## src/rtl/alarm_controller.sv

```systemverilog
`default_nettype none
// ============================================================================
//  Module   : alarm_controller
//  Purpose  : Vehicle anti-theft alarm core. Holds the armed/disarmed state,
//             detects intrusion (driver door, passenger door, ignition), runs
//             the entry-delay countdown and drives the siren and status LED.
//             Contains its own one-second prescaler and countdown counter.
//  Ports    : clock       - system clock, rising edge
//             reset       - synchronous, active-low reset
//             armar       - one-cycle arm request from the arming stage
//             door_driver - 1 = driver door open
//             door_pass   - 1 = passenger door open
//             ignicao     - 1 = ignition key on (disarm / intrusion source)
//             siren       - 1 = siren sounding
//             status_led  - dashboard indicator
//             armed       - 1 = any state other than DISARMED
//             state       - current state code
//  Revision : 1.0 - initial release
// ============================================================================
module alarm_controller #(
  parameter int CLK_PER_SEC = 1,   // clock cycles per one-second tick (>=1)
  parameter int T_DRIVER    = 6,   // entry delay after driver/ignition intrusion
  parameter int T_PASSENGER = 10,  // entry delay after passenger intrusion
  parameter int T_ALARM_ON  = 8,   // siren time after all doors close
  parameter int CW          = 4    // countdown counter width
) (
  input  logic       clock,
  input  logic       reset,
  input  logic       armar,
  input  logic       door_driver,
  input  logic       door_pass,
  input  logic       ignicao,
  output logic       siren,
  output logic       status_led,
  output logic       armed,
  output logic [1:0] state
);

  // Prescaler width; a 1-bit register is kept even when CLK_PER_SEC==1 so the
  // counter stays legal (it then sits at 0 and tick is high every cycle).
  localparam int PW = (CLK_PER_SEC > 1) ? $clog2(CLK_PER_SEC) : 1;

  localparam logic [PW-1:0] PRESC_MAX  = PW'(CLK_PER_SEC - 1);
  localparam logic [CW-1:0] CNT_DRIVER = CW'(T_DRIVER);
  localparam logic [CW-1:0] CNT_PASS   = CW'(T_PASSENGER);
  localparam logic [CW-1:0] CNT_ALARM  = CW'(T_ALARM_ON);

  typedef enum logic [1:0] {
    DISARMED  = 2'd0,
    ARMED     = 2'd1,
    TRIGGERED = 2'd2,
    ALARM     = 2'd3
  } state_t;

  state_t          cur_state;
  logic [PW-1:0]   presc;
  logic [CW-1:0]   cnt;
  logic            led;
  logic            tick;

  // One-cycle pulse once per second; the prescaler free-runs and is never
  // realigned to state changes, so delays carry up to one tick of jitter.
  assign tick = (presc == PRESC_MAX);

  always_ff @(posedge clock) begin
    if (!reset) begin
      cur_state <= DISARMED;
      presc     <= '0;
      cnt       <= '0;
      led       <= 1'b0;
    end else begin
      presc <= tick ? '0 : presc + 1'b1;

      case (cur_state)
        DISARMED: begin
          led <= 1'b0;
          // A key in the ignition vetoes arming.
          if (armar && !ignicao) begin
            cur_state <= ARMED;
          end
        end

        ARMED: begin
          // Driver side wins when both doors open together (shorter delay).
          if (door_driver || ignicao) begin
            cur_state <= TRIGGERED;
            cnt       <= CNT_DRIVER;
            led       <= 1'b1;
          end else if (door_pass) begin
            cur_state <= TRIGGERED;
            cnt       <= CNT_PASS;
            led       <= 1'b1;
          end else if (tick) begin
            led <= ~led;
          end
        end

        TRIGGERED: begin
          led <= 1'b1;
          // A valid key beats an expiring counter in the same cycle.
          if (ignicao) begin
            cur_state <= DISARMED;
            led       <= 1'b0;
          end else if (cnt == '0) begin
            cur_state <= ALARM;
            cnt       <= CNT_ALARM;
          end else if (tick) begin
            cnt <= cnt - 1'b1;
          end
        end

        ALARM: begin
          led <= 1'b1;
          if (ignicao) begin
            cur_state <= DISARMED;
            led       <= 1'b0;
          end else if (door_driver || door_pass) begin
            // Any open door keeps the siren timer full, so re-arming with a
            // door still open cannot happen.
            cnt <= CNT_ALARM;
          end else if (cnt == '0) begin
            cur_state <= ARMED;
            led       <= 1'b0;
          end else if (tick) begin
            cnt <= cnt - 1'b1;
          end
        end

        default: begin
          cur_state <= DISARMED;
          led       <= 1'b0;
        end
      endcase
    end
  end

  // Moore outputs decoded from the state register.
  assign siren      = (cur_state == ALARM);
  assign armed      = (cur_state != DISARMED);
  assign state      = cur_state;
  assign status_led = led;

endmodule
`default_nettype wire
```

## config.mk

```make
export PLATFORM = sky130hd
export DESIGN_NAME = alarm_controller
export DESIGN_NICKNAME = d
export VERILOG_FILES = /design/src/rtl/alarm_controller.sv
export SDC_FILE = /design/constraint.sdc
export NUM_CORES = 1
export LEC_CHECK = 0
export ABC_CLOCK_PERIOD_IN_PS = 1800
export CORE_AREA = 2 2 39 41
export CTS_CLUSTER_SIZE = 16
export DETAILED_ROUTE_END_ITERATION = 6
export DIE_AREA = 0 0 41 43
export SLEW_MARGIN = 10
export SYNTH_ARGS = -nofsm -noshare
export SYNTH_HDL_FRONTEND = slang
export SYNTH_SLANG_ARGS = --single-unit
```

## constraint.sdc

```tcl
create_clock -name clock -period 1.8 [get_ports clock]
set_input_delay 0.18 -clock clock [delete_from_list [all_inputs] [get_ports clock]]
set_output_delay 0.18 -clock clock [all_outputs]
set_load 0.01 [all_outputs]
```

=== After elaboration in Yosys (flattened, before gate mapping) ===
Index checks and enable logic that the tools add are counted.

* Flip-flop bits (word level): 8
* Bits in latches: 0
* Bits in writable memories: 0
* Bits in read-only memories: 0
* Bits of input ports: 6
* Output and inout port bits: 5
* Logic and storage cells: 56
* Memories kept: 0

* Add/subtract/negate cells: 2
* Multiply operators: 0
* Divide/modulo/power cells: 0
* Order comparisons: 0
* Equality and inequality tests: 12
* Shift operators: 0
* Muxes and demuxes: 26
* Bitwise gates (word level): 1
* Reduce and logical (&&, ||, !) cells: 11

{| class="wikitable"
|+ Operator list
! kind !! count
|-
| $mux 4 || 8
|-
| $mux 2 || 8
|-
| $pmux 4 s3 || 1
|-
| $reduce_and 5->1 || 2
|-
| $ne 3x3->1 const B || 3
|-
| $pmux 2 s4 || 1
|-
| $mux 1 || 7
|-
| $ne 2x2->1 const B || 3
|-
| $ne 3x2->1 const B || 2
|-
| $eq 2x2->1 const B || 2
|-
| $logic_not 4->1 || 1
|-
| $ne 4x4->1 const B || 1
|-
| $pmux 1 s4 || 1
|-
| $sub 4x1->4 const B || 1
|-
| $reduce_bool 3->1 || 1
|-
| $eq 2x1->1 const B || 1
|-
| $logic_not 2->1 || 1
|-
| $logic_or 1x1->1 || 2
|-
| $reduce_and 2->1 || 1
|-
| $reduce_bool 2->1 || 1
|-
| $add 1x1->1 const B || 1
|-
| $logic_and 1x1->1 || 1
|-
| $logic_not 1->1 || 1
|-
| $not 1->1 || 1
|}

=== Logic depth before layout (Yosys ltp) ===
* Word-level depth: 6
* Gate-level depth with buffers: 6
* Depth with buffers taken out: 6

=== Worst setup path before layout ===
Ideal clock, no wire load.

* Path type: register to register
* Start point: register cnt[0]
* End point: register cur_state[1], in the netlist state[1]
* Setup time: 0.115 ns
* Arrival time: 1.357 ns
* Required time: 1.685 ns
* Setup slack: 0.328 ns
* Cell stages (with the launch flop): 7
* Path buffers: 0
* Period minus slack after synthesis: 1.472 ns
* Path through: dfxtp_1 > inv_1 > ha_1 > nor3b_4 > a31oi_4 > or2_4 > and2_1

* Word-level cells in the longest chain between the ends: 3
* Elaborated cells between the ends (all ways): 4
* Those cells by class: eq/ne (2); reduce/logical (2)

{| class="wikitable"
|+ RTL lines
! element !! line !! RTL
|-
| from (decl) || 57 || <nowiki>logic [CW-1:0] cnt;</nowiki>
|-
| from (signal assigned) || 108 || <nowiki>cnt <= cnt - 1'b1;</nowiki>
|-
| from (signal assigned) || 125 || <nowiki>cnt <= cnt - 1'b1;</nowiki>
|-
| $logic_not 4->1 (*) || 104, 121 ||
|-
| $ne 3x3->1 (no line) / $ne 3x2->1 (equally long branches) || - ||
|-
| $reduce_and 5->1 (no line) (*) || - ||
|-
| to (signal assigned) || 102 || <nowiki>cur_state <= DISARMED;</nowiki>
|-
| to (signal assigned) || 105 || <nowiki>cur_state <= ALARM;</nowiki>
|-
| to (signal assigned) || 122 || <nowiki>cur_state <= ARMED;</nowiki>
|-
| to (decl) || 55 || <nowiki>state_t cur_state;</nowiki>
|}

Mark *: on every way between the ends. The rest lies on a longest branch, timed or not.
A chain may end at the register's enable or synchronous reset.

=== Worst setup path in the final report ===
* Start point: register cur_state[0], in the netlist state[0]
* End point: output port siren

* Word-level cells in the longest chain between the ends: 1

{| class="wikitable"
|+ RTL lines
! element !! line !! RTL
|-
| from (signal assigned) || 67 || <nowiki>cur_state <= DISARMED;</nowiki>
|-
| from (signal assigned) || 79 || <nowiki>cur_state <= ARMED;</nowiki>
|-
| from (signal assigned) || 86 || <nowiki>cur_state <= TRIGGERED;</nowiki>
|-
| $eq 2x2->1 || 138 || <nowiki>assign siren = (cur_state == ALARM);</nowiki>
|-
| to (decl) || 33 || <nowiki>output logic siren,</nowiki>
|}

Every way passes these cells.

==> metrics.yaml <==
outcome: "finished clean"
cp_cell_sequence: "and2_1 -> clkdlybuf4s50_1"
final_cell_mix: "clkdlybuf4s50_1 (10), dfxtp_1 (8), o21ai_0 (5), nand2_1 (5), nor2_1 (4)"
setup_viol: 0
place_area_um2: 626.9
critPathSlowestCell: "dfxtp_1"
fmax_ghz: 0.5964
crit_family: "flip-flops"
async_flop_share_pct: 0
drv_slew: 0
use_met2_pct: 20.31
drive_above_1_share_pct: 15.07
nFillCells: 138
hold_viol_final: 0
firstDrtPassIters: 3
cts_tree: "built"
final_antenna_net_count: 0
fp.dieW_um: 41
antenna_cells: 0
critical_path_class: "flip-flop to primary output"
dieArea_um2: 1763
synth_area_per_cell_um2: 8.415
vias: 469
p_leak_nw: 0.2607
cts_buffers: 3
dieHeight_um: 43
grt_overflow: 0
io_pins: 11
root_buffer: "clkbuf_4"
worst-path-buf-inv: 1
use_met1_pct: 21.82
clk_latency_ns: 0.26
area_growth_syn_to_layout_pct: 27.58
avgViaCountPerCell: 5.270
rsz0062_at_grt: "no"
finClkSkew_ns: 0.001805
ys.flop_type: "dfxtp_1"
grt_first_pass_wirelength_um: 1835
final_cell_area_um2: 665.6
end_kind: "primary output"
cts_max_level: 1
port_buffers: 10
antenna_found_initial: 0
routed_wl_um: 1121
wl_per_cell_um: 12.60
yosysSeqAreaShare_pct: 30.70
netlist_area_um2: 521.8
timing.final.crit_share_pct: 93.15
ys_seq_elements: 8
ys_types: 33
drc: 0
gp_congestion: 0.8003
core_area_um2: 1384
grt_max_degree: 12
max_stage_delay_ns: 0.53
use_met3_pct: 9.424
p_per_area_nw_per_um2: 713.0
grt_busiest_layer: "met1"
core.rowCount: 14
grt_pass1_vias: 403
maxCapViolCount: 0
period_needed_ns: 1.677
start_kind: "flip-flop"
yosysWarningCount: 0
critPathRequiredTime_ns: 1.62
setup_tns_ns: 0
max-vdd-ir-drop_v: 0.0004324
nNetsFinal: 82
drtIter0Drc: 6
clockBufferDepth: 2
critPathMaxFanout: 11
syn_nets: 69
hp-class: "flip-flop to flip-flop"
dp_hpwl_um: 796.1
synth_cells: 62
initial_utilization_pct: 37.70
clkSinkCount: 8
synth_edf_count: 0
critPathArrivalTime_ns: 1.50
grtUsageTotal_pct: 16.33
final_common_cell: "clkdlybuf4s50_1"
clk_pin_slew_ns: 0.06
registers in the layout (all words and copies together) (netlist names):
signal,cells
cnt,4
presc,1
state,2
status_led,1
metrics by stage:
| step | utilization [%] | total power [mW] | setup slack [ns] | hold slack [ns] | instances |
|---|---|---|---|---|---|
| floorplan | - | 0.2848 | 0.3279 | 0.2975 | 62 |
| global placement | 45.30 | 0.3253 | 0.1595 | 0.6143 | 85 |
| detailed placement | 45.30 | 0.3254 | 0.1327 | 0.6159 | 85 |
| CTS | 46.93 | 0.4715 | 0.1207 | 0.6377 | 88 |
| global route | 48.10 | 0.5077 | 0.03027 | 0.6820 | 89 |
| finish | 48.10 | 0.4746 | 0.1234 | 0.6301 | 89 |
routing by layer:
layer  vias to the layer above  routed length, µm
met5                         -                  0
met4                         0                 19
met3                         5                 58
met2                        10                472
met1                       206                571
li1                        248                  -
kinds of logic (layout without fill, tap and decap cells):
family | Yosys count | in the layout | share of synthesized area (%)
buffers and inverters | 6 | 17 | 5.035
DFF | 8 | 8 | 30.69
and+or+nand+nor | 22 | 22 | 25.66
AOI/OAI and AO/OA | 22 | 22 | 32.14
xor gates and xnor gates | 2 | 2 | 3.358
other | 1 | 1 | 0.7187
adders and majority gates | 1 | 1 | 2.398
synthesized netlist by cell type (all sizes together) (2+ instances only):
cell type | count | area share, %
a31oi | 2 | 5.3
o21ai | 7 | 6.7
nor2 | 4 | 2.9
a21oi | 2 | 1.9
o311ai | 2 | 3.4
or2 | 2 | 2.9
and2 | 2 | 2.4
nand2b | 2 | 2.4
inv | 3 | 2.2
o31ai | 3 | 4.3
buf | 3 | 2.9
nor3 | 2 | 1.9
nand2 | 5 | 3.6
dfxtp | 8 | 31
cell type report:
cell class              instances  area (µm²)  area share, %
well taps                      16       20.02          3.008
repair buffers                 11       107.6          16.17
clock buffers                   3       22.52          3.383
flip-flops and latches          8       160.2          24.06
inverters                       3       11.26          1.692
multi-input cells              48       344.1          51.69
power by group:
| part | total (mW) | switching [mW] | internal, mW |
|---|---|---|---|
| clock | 0.144 | 0.0669 | 0.0767 |
| sequential | 0.209 | 0.0203 | 0.189 |
| combinational | 0.122 | 0.0549 | 0.0672 |
| total | 0.475 | 0.142 | 0.333 |
worst paths after layout:
path                            depth (start not counted)                   from               endpoint  slack [ns]
worst max register to register                          6    cnt[0]$_SDFFE_PN0P_  state[1]$_SDFFE_PN0P_        0.14
worst min register to register                          1  state[1]$_SDFFE_PN0P_    cnt[1]$_SDFFE_PN0P_        0.63
worst min-delay path                                    1  state[1]$_SDFFE_PN0P_    cnt[1]$_SDFFE_PN0P_        0.63
worst max-delay path                                    2  state[0]$_SDFFE_PN0P_                  siren        0.12
what timing repair did:
item | in CTS | in global routing
resized for setup | 0 | 2
hold endpoints to repair | 0 | 0
endpoints found under the setup margin | 0 | 1
hold buffers | 0 | 0
setup buffers | 0 | 1
Power figures use the tool's default switching activity.
